**src/rtl/tdm_demux8_pkg.sv**
```systemverilog
`default_nettype none
// ============================================================================
// Module      : tdm_demux8_pkg
// Description : Shared constants, state encoding and slot-index helper for the
//               8-channel TDM receive demultiplexer.
// Revision    : 1.0 - initial release
// ============================================================================
package tdm_demux8_pkg;

    localparam int NUM_CH = 8;
    localparam int SEL_W  = 3;

    typedef enum logic [0:0] {
        IDLE = 1'b0,
        RUN  = 1'b1
    } state_e;

    // Lowest bit index of channel slot 'chan' in a packed frame of dw-bit samples
    function automatic int ch_lsb(input int chan, input int dw);
        return chan * dw;
    endfunction

endpackage : tdm_demux8_pkg
`default_nettype wire

```
**src/rtl/tdm_demux8_demux1to8.sv**
```systemverilog
`default_nettype none
// ============================================================================
// Module      : demux1to8
// Description : Combinational 3-to-8 one-hot decoder with enable; drives the
//               per-slot write enables of the frame shadow register.
// Revision    : 1.0 - initial release
// ============================================================================
module demux1to8
    import tdm_demux8_pkg::*;
(
    input  logic [SEL_W-1:0]  sel,
    input  logic              en,
    output logic [NUM_CH-1:0] onehot
);

    // One output line per select value, gated by the enable
    generate
        for (genvar i = 0; i < NUM_CH; i++) begin : g_line
            assign onehot[i] = en && (sel == SEL_W'(i));
        end
    endgenerate

endmodule : demux1to8
`default_nettype wire

```
**src/rtl/tdm_demux8.sv**
```systemverilog
`default_nettype none
// ============================================================================
// Module      : tdm_demux8
// Description : Receive side of an 8-channel TDM link. Collects one strobed
//               sample per channel into a shadow register, publishes the full
//               frame with a one-cycle valid pulse, and checks alignment
//               against a sync marker that accompanies channel 0.
// Revision    : 1.0 - initial release
// ============================================================================
module tdm_demux8
    import tdm_demux8_pkg::*;
#(
    parameter int DW = 1
) (
    input  logic                 clk,
    input  logic                 rst,
    input  logic                 en,
    input  logic                 sync,
    input  logic [DW-1:0]        din,
    input  logic                 err_clr,
    output logic [SEL_W-1:0]     ch,
    output logic [NUM_CH*DW-1:0] dout,
    output logic                 dout_valid,
    output logic                 frame_err,
    output logic                 busy
);

    localparam logic [SEL_W-1:0] LAST_CH = SEL_W'(NUM_CH - 1);

    state_e                state_q, state_d;
    logic [SEL_W-1:0]      ch_q, ch_d;
    logic [NUM_CH*DW-1:0]  shadow_q, shadow_d;
    logic [NUM_CH*DW-1:0]  dout_q, dout_d;
    logic                  valid_q, valid_d;
    logic                  err_q, err_d;

    logic                  wr_en;
    logic [SEL_W-1:0]      wr_sel;
    logic                  complete;
    logic                  err_set;
    logic [NUM_CH-1:0]     slot_we;

    // Frame FSM: decide the write slot, next channel, completion and errors
    always_comb begin
        state_d  = state_q;
        ch_d     = ch_q;
        wr_en    = 1'b0;
        wr_sel   = ch_q;
        complete = 1'b0;
        err_set  = 1'b0;
        if (en) begin
            case (state_q)
                IDLE: begin
                    // Non-sync strobes while unaligned are silently dropped
                    if (sync) begin
                        wr_en   = 1'b1;
                        wr_sel  = '0;
                        ch_d    = SEL_W'(1);
                        state_d = RUN;
                    end
                end
                RUN: begin
                    if (sync) begin
                        // Sync anywhere but channel 0 aborts the partial frame
                        // and restarts assembly with this sample as channel 0
                        err_set = (ch_q != '0);
                        wr_en   = 1'b1;
                        wr_sel  = '0;
                        ch_d    = SEL_W'(1);
                    end else if (ch_q == '0) begin
                        err_set = 1'b1;
                        state_d = IDLE;
                    end else begin
                        wr_en  = 1'b1;
                        wr_sel = ch_q;
                        if (ch_q == LAST_CH) begin
                            complete = 1'b1;
                            ch_d     = '0;
                        end else begin
                            ch_d = ch_q + SEL_W'(1);
                        end
                    end
                end
                default: state_d = IDLE;
            endcase
        end
        valid_d = complete;
        // A new error takes precedence over a simultaneous clear
        err_d   = err_set ? 1'b1 : (err_clr ? 1'b0 : err_q);
    end

    demux1to8 u_demux (
        .sel    (wr_sel),
        .en     (wr_en),
        .onehot (slot_we)
    );

    // Shadow slot writes; the output frame is the shadow including this sample
    always_comb begin
        shadow_d = shadow_q;
        for (int i = 0; i < NUM_CH; i++) begin
            if (slot_we[i]) begin
                shadow_d[ch_lsb(i, DW) +: DW] = din;
            end
        end
        dout_d = complete ? shadow_d : dout_q;
    end

    // State and output registers with asynchronous reset
    always_ff @(posedge clk or posedge rst) begin
        if (rst) begin
            state_q  <= IDLE;
            ch_q     <= '0;
            shadow_q <= '0;
            dout_q   <= '0;
            valid_q  <= 1'b0;
            err_q    <= 1'b0;
        end else begin
            state_q  <= state_d;
            ch_q     <= ch_d;
            shadow_q <= shadow_d;
            dout_q   <= dout_d;
            valid_q  <= valid_d;
            err_q    <= err_d;
        end
    end

    assign ch         = ch_q;
    assign dout       = dout_q;
    assign dout_valid = valid_q;
    assign frame_err  = err_q;
    assign busy       = (state_q == RUN);

endmodule : tdm_demux8
`default_nettype wire

```
**config.mk**
```make
export PLATFORM = sky130hd
export DESIGN_NAME = tdm_demux8
export DESIGN_NICKNAME = d
export VERILOG_FILES = /design/src/rtl/tdm_demux8_pkg.sv /design/src/rtl/tdm_demux8_demux1to8.sv /design/src/rtl/tdm_demux8.sv
export SDC_FILE = /design/constraint.sdc
export NUM_CORES = 1
export LEC_CHECK = 0
export CAP_MARGIN = 25
export CELL_PAD_IN_SITES_DETAIL_PLACEMENT = 1
export CELL_PAD_IN_SITES_GLOBAL_PLACEMENT = 1
export CORE_UTILIZATION = 25
export CTS_BUF_LIST = sky130_fd_sc_hd__clkbuf_16
export DETAILED_ROUTE_END_ITERATION = 10
export GPL_ROUTABILITY_DRIVEN = 0
export PLACE_DENSITY = 0.55
export RECOVER_POWER = 50
export SLEW_MARGIN = 20
export SYNTH_ARGS = -nofsm -noshare
export SYNTH_HDL_FRONTEND = slang
export SYNTH_SLANG_ARGS = --single-unit
```
**constraint.sdc**
```tcl
create_clock -name clk -period 2.7 [get_ports clk]
set_input_delay 0.405 -clock clk [delete_from_list [all_inputs] [get_ports clk]]
set_output_delay 0.405 -clock clk [all_outputs]
set_load 0.02 [all_outputs]
```
Word level (Yosys, flattened, before mapping) --
Cells that the tools add are included.
Operators by class: $add $sub $neg 1, eq/ne operators 10, multiplexer cells 31, bitwise operators 1, reduce and logical (&&, ||, !) cells 13
Operators with widths (count):
- $mux 1 | 23
- $mux 3 | 6
- $eq 3x3->1 const B | 5
- $logic_and 1x1->1 | 8
- $eq 3x2->1 const B | 2
- $logic_not 3->1 | 2
- $pmux 3 s2 | 1
- $add 3x1->3 const B | 1
- $eq 3x1->1 const B | 1
- $ne 3x3->1 const B | 1
- $reduce_and 3->1 | 1
- $reduce_bool 3->1 | 1
- $ne 2x2->1 const B | 1
- $pmux 1 s2 | 1
- $reduce_bool 2->1 | 1
- $not 1->1 | 1
Storage, ports and cells: register bits after elaboration 22, bits of input ports 6, output and inout bits 14, word-level logic and storage cells 62

Longest topological paths before layout --
Gate-level depths: netlist of the first run.
depth after elaboration 7, mapped depth 9, gate-level depth less buffers 8

By module --
From an unflattened synthesis of the first run, not the netlist that was laid out.
Second synthesis, totals: cells, all modules 83, area total of the unflattened synthesis 1078.5 um^2
By module, submodules not included:
- tdm_demux8 | instances 1, cells each 75, area an instance 982.2 um^2, seq. area each 550.5 um^2
- demux1to8 | instances 1, cells each 8, area an instance 96.3 um^2, seq. area each 0.0 um^2

Worst setup path before layout of the first run --
No wires, ideal clock.
path type flip-flop to flip-flop, from reg ch_q[0] (netlist: ch[0]), to reg dout_q[1] (netlist: dout[1]), library setup time 125 ps, arrival time 2325 ps, data required time 2575 ps, path slack 250 ps, cell stages (with the launch flop) 10, path buffers 1, period minus slack after synthesis 2450 ps, cell sequence dfrtp_1 > inv_1 > ha_1 > nor2b_1 > ha_1 > or3b_1 > buf_2 > o41ai_2 > o31ai_1 > mux2_4
Between the ends: longest elaborated chain between the ends 7, elaborated cells on any way between the ends 16, those cells by class eq/ne: 2; mux: 12; reduce/logical: 2
RTL lines:
- from (decl) | RTL line tdm_demux8.sv:31 | logic [SEL_W-1:0] ch_q, ch_d;
- from (signal assigned) | RTL line tdm_demux8.sv:120 | ch_q <= ch_d;
- $logic_not 3->1 | RTL line tdm_demux8.sv:70 | end else if (ch_q == '0) begin
- $mux 1 | RTL line tdm_demux8.sv:70
- $mux 1 | RTL line tdm_demux8.sv:63 | if (sync) begin
- $pmux 1 s2 | RTL line tdm_demux8.sv:52 | case (state_q)
- $mux 1 | RTL line tdm_demux8.sv:51 | if (en) begin
- $logic_and 1x1->1 (*) | RTL line tdm_demux8_demux1to8.sv:19 | assign onehot[i] = en && (sel == SEL_W'(i));
- $mux 1 (*) | RTL line tdm_demux8.sv:102 | if (slot_we[i]) begin
- via shadow_d[1] | RTL line tdm_demux8.sv:32 | logic [NUM_CH*DW-1:0] shadow_q, shadow_d;
- to (signal assigned) | RTL line tdm_demux8.sv:122 | dout_q <= dout_d;
- to (decl) | RTL line tdm_demux8.sv:33 | logic [NUM_CH*DW-1:0] dout_q, dout_d;
Mark *: on every way through the listed nets, which the timed path passes. The rest lies on a longest branch. A chain may end at the register's enable or synchronous reset.

Final worst setup path of the first run --
Same ends and word-level chain as after synthesis.

==> impl_metrics.csv, run 1 <==
group,metric,value,unit
sta,period_needed,2.36,ns
sta,fin_skew,0.00481,ns
placement,dp_hpwl,1620,um
route,ant_nets,0,
sta,fin_setup_tns,0,ns
sta,rsz0062_at_grt,"false",
critical_path,critPathCaptureType,"flop",
pwr,power.density,1010,mW/mm2
critical_path,arrival,2.51,ns
grt,overflow,0,
clocking,cts.sinks,22,
floorplan,io_pins,20,
synthesis,ys_ff_latch,22,
grt,grt_pass1_vias,807,
floorplan,core,0.00400,mm2
critical_path,crit_fanout,7,
critical_path,crit_slowest_cell,"or3b_1",
synthesis,ys_types,29,
synthesis,ys_seq_area_share,53.2,%
grt,grtUsageTotal,11.9,%
clocking,tritoncts,"yes",
floorplan,rows,23,
sta,setup_viol,0,
worst_hold_path,hp-class,"flop to flop",
critical_path,rr_endpoint,"dout[1]$_DFFE_PP0P_",
route,drt-wirelength-per-cell,13.7,um
route,vias,756,
critical_path,critPathMaxStageDelay,0.49,ns
route,dr.pass1.iters,4,
sta,final.period_utilization,87.5,%
route,drt-total-wl,2200,um
critical_path,worstPathRequired,2.84,ns
synthesis,syn_avg_cell_area,11.6,um2
worst_hold_path,hold_end,"shadow_q[0]$_DFF_PP0_",
floorplan,die_x,66.3,um
critical_path,cpMostUsedCell,"ha_1",
sta,finalHoldViolCount,0,
sta,tightest_slew,0.809,ns
critical_path,criticalPathCategory,"flop to flop",
placement,pre_cts_slack,0.186,ns
synthesis,syn_inst,89,
placement,io_buffers,19,
grt,grt_pass1_wl,3960,um
clocking,cts_hold_buf,0,
floorplan,design.die.area,0.00440,mm2
placement,dpl_cell_area,0.00128,mm2
route,drtIter0Drc,26,
critical_path,path_delay_family,"simple AND/OR/NAND/NOR gates",
critical_path,cp.buffers_inverters,1,
critical_path,cp.depth,8,
cells_and_area,final_cell_mix,"22 x dfrtp_1, 15 x clkdlybuf4s50_1, 8 x mux2_2, 7 x inv_1, 7 x o31ai_1",
floorplan,die_h,66.3,um
synthesis,synth-main-ff-cell,"dfrtp_1",
clocking,cts_buffers,3,
clocking,postCtsSetupRepairBufs,0,
pwr,leakagePower,0.000624,uW
clocking,clockBufferDepth,2,
run,cap_viol_max_count,0,
floorplan,initial_core_util,25.9,%
cells_and_area,final_common_cell,"dfrtp_1",
synthesis,synth_edf_count,0,
sta,setup_slack,0.336,ns
sta,slew_headroom,46.0,%
synthesis,syn-cell-area,0.00103,mm2
sta,max_freq,423,MHz
synthesis,ys_warn_count,0,
cells_and_area,stdcell_area,0.00138,mm2
cells_and_area,area_growth,33.4,%
critical_path,r2r_cells,8,
cells_and_area,nets,121,
clocking,cts_root_buf,"clkbuf_16",
worst_hold_path,hold_path_depth,1,
critical_path,r2r_start,"ch[0]$_DFFE_PP0P_",
placement,place_inst,156,
synthesis,synth-async-reset-ratio,100,%
route,via_per_inst,4.73,
cells_and_area,stdcell_count,160,
worst_hold_path,hp-start,"shadow_q[0]$_DFF_PP0_",
clocking,path_clk_slew,0.06,ns
route,drcViolationCount,0,
synthesis,synth_fp_nets,99,
pwr,vdd_drop_max,0.000373,V
critical_path,cp-start-kind,"flop",
sta,slew_viol_final,0,
grt,grt_max_degree,23,
critical_path,worstPathCellList,"inv_1 -> ha_1 -> nor2b_1 -> ha_1 -> or3b_1 -> o41ai_2 -> o31ai_1 -> mux2_4",
cells_and_area,drive_gt1_share,14.5,%
clocking,post_cts_resized,0,
clocking,cts.htree.levels,1,
cells_and_area,num_antenna_cells,0,
critical_path,r2r_setup_slack,0.34,ns
grt,antenna_found_initial,0,
clocking,insertion_delay,0.25,ns
run_status,run_status,"finished clean",
cell type report:
cell class	count	area, um2
sequential	22	551
clock inverter	1	30.0
inverter	7	26.3
timing repair buffer	22	209
fill	424	2620
multi-input combinational	55	427
tap	50	62.6
clock buffer	3	75.1
report_power, final:
group          switching (uW)  internal, uW
Combinational             274           213
Clock                     120           294
Sequential               68.8           418
worst max path at each step:
stage	to	startpoint	slack, ns
3_5_place_dp	dout[1]$_DFFE_PP0P_	sync	0.19
6_report	dout[1]$_DFFE_PP0P_	ch[0]$_DFFE_PP0P_	0.34
3_3_place_gp	dout[1]$_DFFE_PP0P_	sync	0.21
4_1_cts	dout[1]$_DFFE_PP0P_	ch[0]$_DFFE_PP0P_	0.31
5_1_grt	dout[5]$_DFFE_PP0P_	ch[0]$_DFFE_PP0P_	0.13
2_1_floorplan	dout[1]$_DFFE_PP0P_	ch[0]$_DFFE_PP0P_	0.25
metal layers:
layer	vias to the layer above	share of wire, %	global-route usage, %
li1	366	-	-
met1	376	49	16.2
met2	12	46	18.6
met3	2	3.7	2.24
met4	0	0.96	3.99
met5	-	0	0
stage by stage:
stage / util, % / power, uW / hold slack, ns
final: 34.5 / 1390 / 0.487
after global routing: 34.5 / 1490 / 0.520
after CTS: 34.6 / 1410 / 0.492
after detailed placement: 32.0 / 993 / 0.478
after global placement: 32.0 / 986 / 0.475
after floorplan: - / 803 / 0.394
worst reg2reg max path: cells and delay by family (launching register included):
kind	cells	cell delay, ns
buffers and inverters	1	0.09
and+or+nand+nor	2	0.66
muxes	1	0.27
AOI/OAI and AO/OA	2	0.43
DFF	1	0.34
adders and majority gates	2	0.46
cells by family after synthesis:
group | Yosys count | share of synthesized area (%)
AOI/OAI and AO/OA | 26 | 17.3
DFF | 22 | 53.2
and+or+nand+nor | 16 | 8.95
buffers and inverters | 12 | 5.56
muxes | 9 | 10.2
adders and majority gates | 4 | 4.84
flip-flops by register name (all words and copies together), names as in the netlist:
| register | count |
|---|---|
| busy | 1 |
| ch | 3 |
| dout | 8 |
| dout_valid | 1 |
| frame_err | 1 |
| shadow_q | 8 |
cells in the mapped netlist (2+ instances only):
cell type / n / area [um2]
o21ai_0: 2 / 10.0
o22ai_1: 2 / 12.5
mux2_2: 8 / 90.1
nand2b_1: 3 / 18.8
nand2_1: 4 / 15.0
inv_1: 7 / 26.3
ha_1: 4 / 50.1
a21oi_1: 2 / 10.0
buf_2: 4 / 20.0
o21ai_1: 6 / 30.0
dfrtp_1: 22 / 551
nand3_1: 2 / 10.0
o31ai_1: 7 / 52.6
Power figures use the tool's default switching activity.
==> inputs of run 2 (changes only) <==
--- a/config.mk
+++ b/config.mk
@@ -12,6 +12,7 @@
 export CTS_BUF_LIST = sky130_fd_sc_hd__clkbuf_16
 export DETAILED_ROUTE_END_ITERATION = 10
 export GPL_ROUTABILITY_DRIVEN = 0
+export MAX_ROUTING_LAYER = met4
 export PLACE_DENSITY = 0.55
 export RECOVER_POWER = 50
 export SLEW_MARGIN = 20
==> run 2 against run 1 <==
Against the previous run: largest cell class unchanged; sequential share of layout area is the same; die area stayed put; first-iteration DRC count fell by 12%; core utilization did not move; setup slack improved by 0.0015 ns.
==> impl_metrics.csv, run 2 (synthesis results as in run 1) <==
group,metric,value,unit
clocking,tritoncts,"yes",
grt,antenna_found_initial,0,
pwr,p_sw_share,33.3,%
sta,rsz0062_at_grt,"false",
cells_and_area,area.sequential,551,um2
sta,slew_headroom,46.0,%
critical_path,arrival,2.51,ns
floorplan,core,0.00400,mm2
grt,use_met2,18.6,%
grt,grt_pass1_vias,813,
sta,period_needed,2.36,ns
critical_path,crit_slowest_cell,"or3b_1",
critical_path,crit_fanout,7,
grt,grt_max_degree,23,
sta,fin_setup_tns,0,ns
route,drt-total-wl,2190,um
critical_path,critPathMaxStageDelay,0.49,ns
grt,grtUsageTotal,12.2,%
floorplan,die_h,66.3,um
clocking,postCtsSetupRepairBufs,0,
pwr,combPwrFrac,35.2,%
clocking,clockBufferDepth,2,
cells_and_area,final_cell_mix,"22 x dfrtp_1, 15 x clkdlybuf4s50_1, 8 x mux2_2, 7 x inv_1, 7 x o31ai_1",
sta,slew_viol_final,0,
pwr,leakagePower,0.000624,uW
grt,overflow,0,
clocking,cts_root_buf,"clkbuf_16",
cells_and_area,area_growth,33.4,%
floorplan,io_pins,20,
critical_path,r2r_setup_slack,0.34,ns
critical_path,worstPathRequired,2.84,ns
cells_and_area,multi_input_area,427,um2
cells_and_area,num_antenna_cells,0,
sta,finalHoldViolCount,0,
placement,io_buffers,19,
pwr,sequentialPowerShare,35.0,%
pwr,clock_power_share,29.8,%
critical_path,critPathCaptureType,"flop",
pwr,power.density,1000,mW/mm2
clocking,post_cts_resized,0,
grt,top_usage_layer,"met2",
cells_and_area,final_common_cell,"dfrtp_1",
pwr,fin_total_pwr,1390,uW
sta,final.period_utilization,87.5,%
route,drtIter0Drc,23,
placement,dp_hpwl,1620,um
floorplan,design.die.area,0.00440,mm2
grt,use_met1,16.2,%
cells_and_area,n_fill_cell,424,
pwr,vdd_drop_max,0.000372,V
cells_and_area,nets,121,
floorplan,initial_core_util,25.9,%
route,drcViolationCount,0,
clocking,path_clk_slew,0.06,ns
route,dr.pass1.iters,4,
floorplan,die_x,66.3,um
route,ant_nets,0,
critical_path,worstPathCellList,"inv_1 -> ha_1 -> nor2b_1 -> ha_1 -> or3b_1 -> o41ai_2 -> o31ai_1 -> mux2_4",
floorplan,rows,23,
sta,setup_viol,0,
run,cap_viol_max_count,0,
pwr,switching_power,461,uW
critical_path,cp-start-kind,"flop",
cells_and_area,drive_gt1_share,14.5,%
route,vias,756,
clocking,cts_hold_buf,0,
run_status,run_status,"finished clean",
pwr,internal_power,925,uW
grt,use_met3,2.24,%
sta,tightest_slew,0.809,ns
critical_path,cpMostUsedCell,"ha_1",
clocking,cts_buffers,3,
route,via_per_inst,4.73,
sta,fin_skew,0.00493,ns
grt,grt_pass1_wl,3960,um
route,drt-wirelength-per-cell,13.7,um
clocking,cts.htree.levels,1,
clocking,insertion_delay,0.25,ns
worst_hold_path,hp-class,"flop to flop",
sta,max_freq,423,MHz
clocking,cts.sinks,22,
critical_path,criticalPathCategory,"flop to flop",
==> run 2: cell counts in the layout (fill, tap and decap cells not counted) <==
Identical to the previous run, type by type.
==> run 2: through the flow <==
| stage | cells | hold WS [ns] | area (um2) | setup slack [ns] | utilization [%] |
|---|---|---|---|---|---|
| after global routing | 160 | 0.520 | 1380 | 0.126 | 34.5 |
| after floorplan | 89 | 0.394 | 1030 | 0.250 | - |
| final | 160 | 0.487 | 1380 | 0.338 | 34.5 |
| after detailed placement | 156 | 0.478 | 1280 | 0.186 | 32.0 |
| after global placement | 156 | 0.475 | 1280 | 0.213 | 32.0 |
| after CTS | 160 | 0.492 | 1380 | 0.315 | 34.6 |
==> run 2: final cells by class <==
class / count / area share (%)
repair buffers: 22 / 15.1
flip-flops and latches: 22 / 39.9
inverters: 7 / 1.90
clock inverters: 1 / 2.18
well taps: 50 / 4.53
multi-input cells: 55 / 30.9
clock buffers: 3 / 5.44
==> run 2: path summary, 6_finish.rpt <==
check	end	start	cells past startpoint
min in group asynchronous	dout[1]$_DFFE_PP0P_	rst	2
setup / recovery	dout[1]$_DFFE_PP0P_	ch[0]$_DFFE_PP0P_	8
setup reg to reg	dout[1]$_DFFE_PP0P_	ch[0]$_DFFE_PP0P_	8
hold / removal	shadow_q[0]$_DFF_PP0_	shadow_q[0]$_DFF_PP0_	1
max in group asynchronous	ch[2]$_DFFE_PP0P_	rst	2
hold reg to reg	shadow_q[0]$_DFF_PP0_	shadow_q[0]$_DFF_PP0_	1
==> run 2: layer usage <==
| layer | share of wire (%) | wire length, um |
|---|---|---|
| met5 | 0 | 0 |
| met4 | 1.0 | 22 |
| met3 | 4.5 | 99 |
| met2 | 46 | 1010 |
| met1 | 48 | 1060 |
==> run 2: power groups by stage <==
stage	clock (uW)	combinational [uW]	sequential [uW]
5_1_grt	438	550	501
4_1_cts	423	502	489
3_3_place_gp	0	492	494
6_report	414	487	485
3_5_place_dp	0	498	495
2_1_floorplan	0	280	523
==> run 2: critical path: cells and delay by family, from the launching register on <==
family,cells,cell delay (ns)
compound gates,2,0.43
fa+ha+maj,2,0.46
buf+inv,1,0.09
flops,1,0.34
mux,1,0.27
simple gates,2,0.66
